==> src/rtl/tamagotchi_btn_cond.sv <==
// Pushbutton front end for tamagotchi_fsm: synchronises and debounces the six raw buttons,
// emits single-cycle press pulses for the care buttons and turns long holds on reset/test
// into a reset request pulse and a test-mode toggle. Every output is registered.
module tamagotchi_btn_cond #(
  parameter int unsigned DB_CYCLES   = 500_000,
  parameter int unsigned LONG_CYCLES = 250_000_000,
  parameter bit          ACTIVE_LOW  = 1'b0
) (
  input  logic       clk,
  input  logic       rst,
  input  logic       btn_salud_raw,
  input  logic       btn_energia_raw,
  input  logic       btn_hambre_raw,
  input  logic       btn_diversion_raw,
  input  logic       btn_reset_raw,
  input  logic       btn_test_raw,
  output logic       press_salud,
  output logic       press_energia,
  output logic       press_hambre,
  output logic       press_diversion,
  output logic       reset_req,
  output logic       test_mode,
  output logic [5:0] btn_level
);

  localparam int unsigned NumBtn = 6;
  localparam int unsigned CntW   = (DB_CYCLES > 1) ? $clog2(DB_CYCLES) : 1;
  localparam int unsigned HoldW  = (LONG_CYCLES > 1) ? $clog2(LONG_CYCLES) : 1;

  localparam logic [CntW-1:0]  DbLast   = CntW'(DB_CYCLES - 1);
  localparam logic [HoldW-1:0] HoldLast = HoldW'(LONG_CYCLES - 1);
  // Hold count one below saturation: the increment into HoldLast is the long-press event.
  localparam logic [HoldW-1:0] HoldFire = HoldW'(LONG_CYCLES - 2);

  // Bit order {test, reset, diversion, hambre, energia, salud}.
  logic [NumBtn-1:0] raw_vec;
  logic [NumBtn-1:0] s1_q, s2_q, stable_q, prev_q;
  logic [CntW-1:0]   cnt_q [NumBtn];
  logic [3:0]        press_q;
  logic [HoldW-1:0]  hold_q [2];
  logic [1:0]        long_fire;
  logic              reset_req_q;
  logic              test_mode_q;

  assign raw_vec = {btn_test_raw, btn_reset_raw, btn_diversion_raw,
                    btn_hambre_raw, btn_energia_raw, btn_salud_raw} ^ {NumBtn{ACTIVE_LOW}};

  // Index 0 = reset button, index 1 = test button.
  assign long_fire[0] = stable_q[4] && (hold_q[0] == HoldFire);
  assign long_fire[1] = stable_q[5] && (hold_q[1] == HoldFire);

  // Two-flop synchroniser and per-button debounce counter.
  always_ff @(posedge clk) begin
    if (rst) begin
      s1_q     <= '0;
      s2_q     <= '0;
      stable_q <= '0;
      for (int i = 0; i < NumBtn; i++) cnt_q[i] <= '0;
    end else begin
      s1_q <= raw_vec;
      s2_q <= s1_q;
      for (int i = 0; i < NumBtn; i++) begin
        if (s2_q[i] == stable_q[i]) begin
          cnt_q[i] <= '0;
        end else if (cnt_q[i] == DbLast) begin
          stable_q[i] <= s2_q[i];
          cnt_q[i]    <= '0;
        end else begin
          cnt_q[i] <= cnt_q[i] + 1'b1;
        end
      end
    end
  end

  // Rising-edge press pulses, saturating hold counters and the test-mode level.
  always_ff @(posedge clk) begin
    if (rst) begin
      prev_q      <= '0;
      press_q     <= '0;
      hold_q[0]   <= '0;
      hold_q[1]   <= '0;
      reset_req_q <= 1'b0;
      test_mode_q <= 1'b0;
    end else begin
      prev_q  <= stable_q;
      press_q <= stable_q[3:0] & ~prev_q[3:0];
      for (int j = 0; j < 2; j++) begin
        if (!stable_q[4+j]) begin
          hold_q[j] <= '0;
        end else if (hold_q[j] != HoldLast) begin
          hold_q[j] <= hold_q[j] + 1'b1;
        end
      end
      reset_req_q <= long_fire[0];
      // A game reset wins over a simultaneous test toggle.
      if (long_fire[0]) begin
        test_mode_q <= 1'b0;
      end else if (long_fire[1]) begin
        test_mode_q <= ~test_mode_q;
      end
    end
  end

  assign press_salud     = press_q[0];
  assign press_energia   = press_q[1];
  assign press_hambre    = press_q[2];
  assign press_diversion = press_q[3];
  assign reset_req       = reset_req_q;
  assign test_mode       = test_mode_q;
  assign btn_level       = stable_q;

endmodule

==> config.mk <==
export PLATFORM = sky130hd
export DESIGN_NAME = tamagotchi_btn_cond
export DESIGN_NICKNAME = d
export VERILOG_FILES = /design/src/rtl/tamagotchi_btn_cond.sv
export SDC_FILE = /design/constraint.sdc
export NUM_CORES = 1
export LEC_CHECK = 0
export CORE_UTILIZATION = 68
export DETAILED_ROUTE_END_ITERATION = 6
export PLACE_DENSITY = 0.92
export SYNTH_ARGS = -nofsm -noshare
export SYNTH_HDL_FRONTEND = slang
export SYNTH_SLANG_ARGS = --single-unit
export TNS_END_PERCENT = 10
==> constraint.sdc <==
create_clock -name clk -period 5.6 [get_ports clk]
set_input_delay 0.84 -clock clk [delete_from_list [all_inputs] [get_ports clk]]
set_output_delay 0.84 -clock clk [all_outputs]
set_load 0.02 [all_outputs]
== Word-level counts from Yosys, hierarchy flattened ==
Memories as Yosys holds them, arrays and structs flattened.
Cells that the tools add are included.
Storage, ports and cells
  memories kept: 2
  RAM bits: 170
  register bits: 28
  output and inout bits: 12
  word-level logic and storage cells: 182
  bits of input ports: 8
Operators by class
  muxes and demuxes: 104
  reduce and logical (&&, ||, !) cells: 9
  equality and inequality tests: 16
  add/subtract/negate cells: 8
  bitwise operators: 31
Memory list
  cnt_q: depth 6, bits a word 19, read ports 6, clocked after memory_dff 0, wr ports 6, line 38  | logic [CntW-1:0] cnt_q [NumBtn];
  hold_q: depth 2, bits a word 28, read ports 2, clocked after memory_dff 0, wr ports 2, line 40  | logic [HoldW-1:0] hold_q [2];
Operators with widths (count)
  2-to-1 mux 19 bit: 18
  adder 19 x 1 -> 19 bit (second input constant): 6
  == test 19 bit (second input constant): 6
  2-to-1 mux 28 bit: 4
  2-to-1 mux 1 bit: 82
  adder 28 x 1 -> 28 bit (second input constant): 2
  == test 28 bit (second input constant): 2
  != test 28 bit (second input constant): 2
  bitwise OR 1 bit: 22
  AND reduction 2 bit: 6
  NOT 1 bit: 7
  == test 1 bit: 6
  bitwise AND 4 bit: 1
  NOT 4 bit: 1
  logical AND 1 bit: 2
  OR reduction 2 bit: 1

== Logic depth before layout (Yosys ltp) ==
  depth after elaboration: 7
  gate-level depth with buffers: 7
  depth with buffers taken out: 5

== Worst setup path before layout ==
No wires, ideal clock.
  path type: in2reg
  start point: input rst
  end point: memory hold_q[1][0] (netlist name) (enable)
  data required time: 5.194 ns
  slack: 3.138 ns
  buffers on the path: 1
  setup time: 0.406 ns
  arrival: 2.056 ns
  stages: 3
  cells stage by stage: nand2b_1 clkbuf_1 or4_1
RTL lines
  from (decl): line 10  | input logic rst,
  to (decl): line 40

==> flow_summary.json <==
{
  "multi_input_area_um2": 4989,
  "p_leak_nw": 3.872,
  "gp_congestion": 0.8338,
  "period_share_pct": 54.23,
  "worst_pin_slew_ns": 1.240,
  "grt_pass1_wl_um": 36110,
  "power_density_nw_per_um2": 253.1,
  "final_util_pct": 80.02,
  "synth_edf_count": 170,
  "post-synth-top-area-fraction_pct": 48.74,
  "final_area_um2": 11810,
  "antenna_found_initial": 0,
  "drt-vias-per-instance": 6.058,
  "cp.required_ns": 5.58,
  "crit_chain": "clkdlybuf4s50_1 -> buf_4 -> nand2b_1 -> or4_1",
  "cts_hold_buf": 0,
  "syn_avg_cell_area_um2": 10.46,
  "critPathKind": "input pin to register",
  "drt_iter0_drc": 559,
  "critPathArrivalTime_ns": 3.02,
  "final_nets": 1141,
  "ys_types": 55,
  "intPower_mw": 2.366,
  "die_h_um": 126.1,
  "post-cts-setup-buffer-count": 0,
  "dp_cells": 1288,
  "end_kind": "register",
  "max_clock_freq_mhz": 329.3,
  "synth_area_leaders": "edfxtp_1 49%, dfxtp_1 5.4%, nor2_1 4.6%",
  "grt_pass1_vias": 7860,
  "setup_viol": 0,
  "period_minus_slack_ns": 3.037,
  "worstSkewPairLatency_ns": 0.43,
  "final_common_cell": "edfxtp_1",
  "final-seq-area_um2": 5665,
  "place_hpwl_um": 14320,
  "wl_per_cell_um": 15.94,
  "p_clk_share_pct": 40.9,
  "ys_ff_latch": 198,
  "n_antenna_cell": 0,
  "skew_ns": 0.01160,
  "ys_warn_count": 0,
  "crit_family": "simple AND/OR/NAND/NOR gates",
  "ys.flop_type": "edfxtp_1",
  "dieArea_um2": 15900,
  "sequentialPowerShare_pct": 56.1,
  "clockBufferDepth": 2,
  "critPathMaxStageDelay_ns": 1.11,
  "relSlewSlack_pct": 17.16,
  "drive_above_1_share_pct": 4.754,
  "maxCapViolCount": 0,
  "io_pins": 20,
  "die-width_um": 126.1,
  "wl_um": 21040,
  "worst-path-buf-inv": 2,
  "pwr-share-comb_pct": 3.0,
  "nFillCells": 885,
  "cts_num_sinks": 198,
  "async_flop_share_pct": 0,
  "ctsHtreeMaxLevel": 4,
  "rsz0062_at_grt": "false",
  "status": "finished, final reports clean",
  "grt_max_degree": 31,
  "hold_viol_final": 0,
  "cp-start-kind": "input pin",
  "drc": 0,
  "ir_worst_vdd_mv": 0.2178,
  "ant_nets": 0,
  "power_switching_uw": 621.9,
  "synth_cells": 1001,
  "cts_resized": 0,
  "ys_seq_area_share_pct": 54.09,
  "initial_core_util_pct": 70.99,
  "final_cell_mix": "170 x edfxtp_1, 127 x nor2_1, 114 x conb_1",
  "cts_buffers": 17,
  "hold_class": "register to register",
  "vias": 7997,
  "swShare_pct": 20.81,
  "core_area_um2": 14750,
  "cts_tree": "done",
  "slowest_stage": "or4_1",
  "slew_violations": 0,
  "post_dp_cell_area_um2": 11210,
  "overflow": 0,
  "tns_ns": 0,
  "dr.pass1.iters": 6,
  "clk_pin_slew_ns": 0.07,
  "clockRootBuffer": "clkbuf_16",
  "rows": 44,
  "stdcell_count": 1320,
  "crit_fanout": 30,
  "gr-usage-all-layers_pct": 28.15,
  "port-buffer-count": 19,
  "syn-cell-area_um2": 10470,
  "yosys.area.top_type": "edfxtp_1",
  "area_growth_pct": 12.72
}
==> sequential cells by signal (all words and copies together), names as in the netlist <==
name       count
btn_level      6
test_mode      1
press_q        4
s2_q           6
hold_q        56
s1_q           6
reset_req      1
prev_q         4
cnt_q        114
==> metrics by stage <==
stage | setup slack, ns | hold WS [ns] | power [mW]
final | 2.563 | 0.3953 | 2.988
after global routing | 2.465 | 0.4112 | 3.070
after CTS | 2.580 | 0.4038 | 2.990
after detailed placement | 2.139 | 0.3898 | 1.789
after global placement | 2.263 | 0.3708 | 1.782
after floorplan | 3.138 | 0.3674 | 1.761
==> cells by family (layout without fill, tap and decap cells) <==
group,count (synthesis),in the layout,synth area share (%)
other,1,114,0.03580
AND/OR/NAND/NOR,494,494,25.85
AO/OA/AOI/OAI,130,130,7.538
flip-flops,198,198,54.09
XOR/XNOR,106,106,8.864
adder cells (fa/ha/maj),10,10,1.195
buffers and inverters,62,84,2.425
==> path summary, 6_finish.rpt <==
kind | start | slack (ns) | to | cells after the start
min reg2reg | prev_q[3] | 0.40 | press_q[3] | 1
max reg2reg | hold_q[1][8] | 2.87 | hold_q[1][25] | 3
max | rst | 2.56 | hold_q[1][25] | 4
min | prev_q[3] | 0.40 | press_q[3] | 1
==> cell usage after synthesis, types with 14 or more instances <==
cell / count
xnor2_1: 53
nand3_1: 68
nand2_1: 54
and4_1: 19
or4_1: 37
nor2_1: 127
nor4_1: 22
edfxtp_1: 170
a21oi_1: 57
nor3_1: 14
xor2_1: 53
nand4_1: 43
o31ai_1: 30
clkbuf_1: 21
nor2b_1: 22
o21ai_0: 28
or3_1: 30
inv_1: 30
dfxtp_1: 28
==> worst register-to-register path: stages, from the launching register on <==
cell and delay, ns:
edfxtp_1 0.50, nor4_1 0.39, nand4_1 0.29, or4_1 1.08
==> power by group through the flow <==
stage / Sequential, mW / Combinational, mW / Clock, mW
after floorplan: 1.69 / 0.0672 / 0
after global placement: 1.70 / 0.0790 / 0
after detailed placement: 1.71 / 0.0824 / 0
after CTS: 1.67 / 0.0844 / 1.23
after global routing: 1.68 / 0.101 / 1.29
final: 1.68 / 0.0889 / 1.22
==> metal layers <==
layer / share of wire (%) / vias up / global-route usage, %
met3: 5.7 / 44 / 5.013
met4: 2.0 / 0 / 10.63
met2: 50 / 295 / 47.51
li1: - / 3865 / -
met5: 0 / - / 0
met1: 42 / 3793 / 36.44
==> area by class of cell <==
cell class,count,area share [%]
clock inverter,4,0.2226
timing repair buffer,22,1.802
tap,184,1.950
multi-input combinational,854,42.25
inverter,30,0.9538
clock buffer,28,4.833
sequential,198,47.99
Power figures use the tool's default switching activity.
